<file path="src/rtl/multi_channel_data_synchronizer.sv">
// Multi-channel valid/data synchronizer: per-channel valid CDC with edge detect, holding
// registers and a round-robin output stage. Define DATA_SYNC_OVERRUN_DETECT_EN for sticky overrun flags.
module multi_channel_data_synchronizer #(
  parameter int STAGE_COUNT   = 2,
  parameter int BUS_WIDTH     = 8,
  parameter int CHANNEL_COUNT = 4,
  parameter int TOGGLE_MODE   = 0
) (
  input  logic                               clk,
  input  logic                               reset,
  input  logic [CHANNEL_COUNT-1:0]           asynchronous_data_valid,
  input  logic [CHANNEL_COUNT*BUS_WIDTH-1:0] asynchronous_data,
  input  logic                               synchronous_ready,
  input  logic [CHANNEL_COUNT-1:0]           overrun_clear,
  output logic                               synchronous_data_valid,
  output logic [BUS_WIDTH-1:0]               synchronous_data,
  output logic [$clog2(CHANNEL_COUNT)-1:0]   synchronous_channel,
  output logic [CHANNEL_COUNT-1:0]           pending,
  output logic [CHANNEL_COUNT-1:0]           overrun
);

  localparam int CH_W = $clog2(CHANNEL_COUNT);
  localparam int IW   = CH_W + 1;

  typedef logic [CHANNEL_COUNT-1:0] ch_vec_t;

  ch_vec_t              sync_q [STAGE_COUNT];
  ch_vec_t              hist_q;
  ch_vec_t              synced;
  ch_vec_t              event_vec;
  ch_vec_t              grant_vec;
  logic [BUS_WIDTH-1:0] hold_q [CHANNEL_COUNT];
  logic [CH_W-1:0]      rr_ptr;
  logic [CH_W-1:0]      grant_idx;
  logic [CH_W-1:0]      search_ch;
  logic [IW-1:0]        search_idx;
  logic                 grant_valid;
  logic                 load;
  logic                 grant_fire;

  // NOTE: sequential state uses non-blocking assignments so every flop samples pre-edge values.
  always_ff @(posedge clk or negedge reset) begin
    if (!reset) begin
      for (int s = 0; s < STAGE_COUNT; s++) sync_q[s] <= '0;
      hist_q <= '0;
    end else begin
      sync_q[0] <= asynchronous_data_valid;
      for (int s = 1; s < STAGE_COUNT; s++) sync_q[s] <= sync_q[s-1];
      hist_q <= synced;
    end
  end

  assign synced    = sync_q[STAGE_COUNT-1];
  assign event_vec = (TOGGLE_MODE != 0) ? (synced ^ hist_q) : (synced & ~hist_q);

  assign load       = !synchronous_data_valid || synchronous_ready;
  assign grant_fire = load && grant_valid;

  // NOTE: every always_comb output gets a default first so no path leaves it unassigned (no latch).
  always_comb begin
    grant_valid = 1'b0;
    grant_idx   = '0;
    search_idx  = '0;
    search_ch   = '0;
    grant_vec   = '0;
    for (int k = 0; k < CHANNEL_COUNT; k++) begin
      search_idx = {1'b0, rr_ptr} + IW'(k);
      if (search_idx >= IW'(CHANNEL_COUNT)) search_idx = search_idx - IW'(CHANNEL_COUNT);
      search_ch = search_idx[CH_W-1:0];
      if (!grant_valid && pending[search_ch]) begin
        grant_valid = 1'b1;
        grant_idx   = search_ch;
      end
    end
    if (grant_fire) grant_vec[grant_idx] = 1'b1;
  end

  // NOTE: holding registers are reset explicitly so a reset discards every in-flight word.
  // An event on the channel being granted still wins pending: the old word leaves, the new one stays.
  always_ff @(posedge clk or negedge reset) begin
    if (!reset) begin
      for (int c = 0; c < CHANNEL_COUNT; c++) hold_q[c] <= '0;
      pending <= '0;
    end else begin
      for (int c = 0; c < CHANNEL_COUNT; c++) begin
        if (event_vec[c]) begin
          hold_q[c]  <= asynchronous_data[c*BUS_WIDTH +: BUS_WIDTH];
          pending[c] <= 1'b1;
        end else if (grant_vec[c]) begin
          pending[c] <= 1'b0;
        end
      end
    end
  end

  always_ff @(posedge clk or negedge reset) begin
    if (!reset) begin
      synchronous_data_valid <= 1'b0;
      synchronous_data       <= '0;
      synchronous_channel    <= '0;
      rr_ptr                 <= '0;
    end else if (load) begin
      synchronous_data_valid <= grant_valid;
      if (grant_valid) begin
        synchronous_data    <= hold_q[grant_idx];
        synchronous_channel <= grant_idx;
        rr_ptr              <= (grant_idx == CH_W'(CHANNEL_COUNT - 1)) ? '0 : grant_idx + CH_W'(1);
      end
    end
  end

`ifdef DATA_SYNC_OVERRUN_DETECT_EN
  ch_vec_t overwrite;
  assign overwrite = event_vec & pending & ~grant_vec;

  // Set has priority over a coincident clear.
  always_ff @(posedge clk or negedge reset) begin
    if (!reset) overrun <= '0;
    else        overrun <= overwrite | (overrun & ~overrun_clear);
  end
`else
  logic unused_clear;
  assign unused_clear = ^overrun_clear;
  assign overrun      = '0;
`endif

endmodule

</file>
<file path="config.mk">
export PLATFORM = sky130hd
export DESIGN_NAME = multi_channel_data_synchronizer
export DESIGN_NICKNAME = d
export VERILOG_FILES = /design/src/rtl/multi_channel_data_synchronizer.sv
export SDC_FILE = /design/constraint.sdc
export NUM_CORES = 1
export LEC_CHECK = 0
export CORE_MARGIN = 4
export CORE_UTILIZATION = 31
export DETAILED_ROUTE_END_ITERATION = 6
export PLACE_DENSITY = 0.53
export SETUP_SLACK_MARGIN = 0.1
export SLEW_MARGIN = 20
export SYNTH_ARGS = -nofsm -noshare
export SYNTH_HDL_FRONTEND = slang
export SYNTH_SLANG_ARGS = --single-unit
</file>
<file path="constraint.sdc">
create_clock -name clk -period 3.19 [get_ports clk]
set_input_delay 0.957 -clock clk [delete_from_list [all_inputs] [get_ports clk]]
set_output_delay 0.957 -clock clk [all_outputs]
set_load 0.02 [all_outputs]
</file>
==> key figures <==
Power and ir drop
  – Switching power: 977 uW
  – Power Internal: 1980 uW
  – Leak pwr: 0.00142 uW
  – Sw Ratio: 0.331
  – Sequential share of power: 0.366
  – Maximum VDD drop: 0.000315 V
  – Comb power frac: 0.376
  – Cell Pwr Density: 866 nW/um2
  – Total design power: 2960 uW
  – Clock share of power: 0.258

Floorplanning
  – Initial core utilization: 0.325
  – I/O pin cnt: 62
  – Row count: 32
  – Die area: 9780 um2
  – Core area: 7890 um2
  – Die Wd: 98.9 um
  – Die Ht: 98.9 um

Global route
  – Met1 Track Usage GR: 0.143
  – Largest net degree at the start of global routing: 35
  – Grt total ovfl: 0
  – GRT Total Usage: 0.117
  – GRT met3 Usage: 0.0545
  – Initial antenna violation count: 0
  – GR peak layer: met2
  – Vias in the first global route: 1,784
  – Met2 Usage GRT: 0.180
  – First-pass GRT wire length: 8790 um

Clock network
  – Worst-Skew Late Latency: 0.33 ns
  – CTS clk-pin slew, worst paths: 0.07 ns
  – CTS Buffer Depth: 2
  – CTS tree: done
  – CTS H-tree depth: 3
  – CTS Sinks: 61
  – Hold Buf Count CTS: 0
  – Post-CTS Resized: 0
  – Total CTS buffers: 9
  – Postcts setup bufs: 0
  – CTS root buf: clkbuf_8

Timing
  – Headroom to the max-slew limit: 0.436
  – Final Hold Vio Count: 0
  – PnR worst setup slack: 0.747 ns
  – Setup violations, final: 0
  – Max frequency: 0.409 GHz
  – Final worst-path cycle share: 0.766
  – Final Max Slew Viols: 0
  – Fin crit period: 2.44 ns
  – Worst slew pin tran: 0.845 ns
  – Final setup TNS: 0 ns
  – RSZ-0062 raised after global routing: false
  – Final Skew: 0.00506 ns

Job
  – Maxcap violations: 0

Worst hold path
  – Hold Crit Depth: 0
  – Worst hold path class: reg2reg

Setup path
  – Critical-path top delay cell: clkdlybuf4s50_1
  – Crit. End Element: output port
  – CP max stage delay: 0.66 ns
  – R2R cell count: 5
  – Critical Path Stages: 1
  – WP buf/inv: 1
  – Top Family by Delay on Critical Path: buffers and inverters
  – Critical Path AT: 1.49 ns
  – Worst Path Required: 2.23 ns
  – Crit path max fanout: 7
  – Worst-path cell chain: clkdlybuf4s50_1
  – Crit path kind: reg2out
  – Crit path launch type: flip-flop

Layout
  – Layout cells sized above 1: 0.258
  – Cell area after layout: 3410 um2
  – Util after Layout: 0.433
  – Ant diodes: 0
  – Nets: 291
  – Synthesis-to-finish area growth: 33.3%

Synthesis
  – Register bit total from synthesis: 61
  – Post-synthesis cell type count: 31
  – Synth warn: 0
  – Sequential share of the synthesized area: 0.596
  – Post-Syn Area: 2560 um2
  – Avg Cell Area, Syn: 13.6 um2
  – Synth Instances: 189

Placed design
  – RD Place Congestion: 0.846
  – IO buf count: 53
  – Area after DPL: 3190 um2
  – DP Wirelength: 3880 um
  – Pre-CTS setup slack: 0.535 ns

Routing
  – Final wirelength: 5320 um
  – Post-DRT Antenna Nets: 0
  – Avg WL per Cell: 15.0 um
  – DR vias/cell: 4.76
  – DR pass1 iterations: 4
  – Drc violations: 0
  – Vias: 1,686
  – Initial DRC Count: 78

Run status
  – Status: finished clean
==> kinds of logic (layout without fill, tap and decap cells) <==
logic type                 count (synthesis)  count (layout)  synth area share
and+or+nand+nor                           33              33            0.0743
other                                      1               4           0.00146
adders and majority gates                  1               1           0.00488
DFF                                       61              61             0.596
buffers and inverters                     14              74            0.0293
AOI/OAI and AO/OA                         38              38             0.105
muxes                                     41              41             0.189
==> metal layers <==
metal | part of all wire | vias up
met5 | 0 | -
met4 | 0.018 | 0
met3 | 0.064 | 10
met2 | 0.48 | 48
met1 | 0.44 | 825
li1 | - | 803
==> layout make-up <==
cell class | count | area [um2]
Clock buffer | 12 | 155
Clock inverter | 4 | 70.1
Fill cell | 738 | 4470
Inverter | 3 | 11.3
Multi-Input combinational cell | 117 | 971
Sequential cell | 61 | 1530
Tap cell | 102 | 128
Timing Repair Buffer | 55 | 553
==> state kept, by name (all words and copies together) (netlist names) <==
| name | cells |
|---|---|
| hist_q | 4 |
| hold_q | 32 |
| pending | 4 |
| rr_ptr | 2 |
| sync_q | 4 |
| synced | 4 |
| synchronous_channel | 2 |
| synchronous_data | 8 |
| synchronous_data_valid | 1 |
==> path summary, 6_finish.rpt <==
path	slack, ns	endpoint	from
min in group asynchronous	0.65	synchronous_data_valid$_DFFE_PN0P_	reset
worst min register to register	0.35	synced[1]$_DFF_PN0_	sync_q[5]$_DFF_PN0_
worst max-delay path	0.75	pending[0]	pending[0]$_DFFE_PN0P_
worst max register to register	0.77	synchronous_data[0]$_DFFE_PN0P_	pending[0]$_DFFE_PN0P_
max in group asynchronous	1.92	synchronous_data[0]$_DFFE_PN0P_	reset
worst min-delay path	0.35	synced[1]$_DFF_PN0_	sync_q[5]$_DFF_PN0_
==> per-stage QoR <==
stage               cells  hold slack [ns]
finish                354            0.348
global route          354            0.355
CTS                   354            0.350
detailed placement    338            0.335
global placement      338            0.331
floorplan             192            0.331
==> cells in the final DEF (no fill, tap or decap), drive strengths merged <==
| cell | instances |
|---|---|
| buf | 3 |
| a21boi | 1 |
| o21bai | 1 |
| nand3 | 8 |
| nand2 | 8 |
| nor2b | 7 |
| nor2 | 3 |
| o21ai | 11 |
| clkbuf | 12 |
| a221o | 8 |
| or4 | 1 |
| o31a | 1 |
| clkdlybuf4s50 | 52 |
| inv | 3 |
| conb | 4 |
| a21oi | 10 |
| a21o | 1 |
| nand2b | 3 |
| ha | 1 |
| mux2 | 41 |
| a211oi | 1 |
| a211o | 1 |
| o311ai | 1 |
| or2 | 1 |
| o31ai | 2 |
| clkinv | 2 |
| bufinv | 2 |
| dfrtp | 61 |
| nor4 | 2 |
==> cells in the mapped netlist, drive strengths merged <==
cell type / number / area (um2)
nor4: 2 / 27.5
nor2: 3 / 16.3
inv: 3 / 11.3
o31a: 1 / 8.76
o31ai: 2 / 15.0
a211o: 1 / 8.76
nand2b: 3 / 18.8
o21ai: 11 / 55.1
clkbuf: 6 / 22.5
o311ai: 1 / 16.3
ha: 1 / 12.5
a21oi: 10 / 50.1
nand3: 8 / 40.0
mux2: 41 / 484
nand2: 8 / 30.0
a211oi: 1 / 12.5
or2: 1 / 6.26
a221o: 8 / 80.1
or4: 1 / 7.51
a21o: 1 / 7.51
o21bai: 1 / 7.51
nor2b: 7 / 43.8
a21boi: 1 / 7.51
buf: 5 / 41.3
dfrtp: 61 / 1530
conb: 1 / 3.75
==> power groups by stage <==
stage               Combinational, uW  Clock [uW]  Sequential [uW]
finish                           1110         762             1080
global route                     1210         828             1100
CTS                              1130         792             1080
detailed placement               1130           0             1100
global placement                 1120           0             1090
floorplan                         687           0             1160
Note: power is estimated with default switching activity, not from simulation.
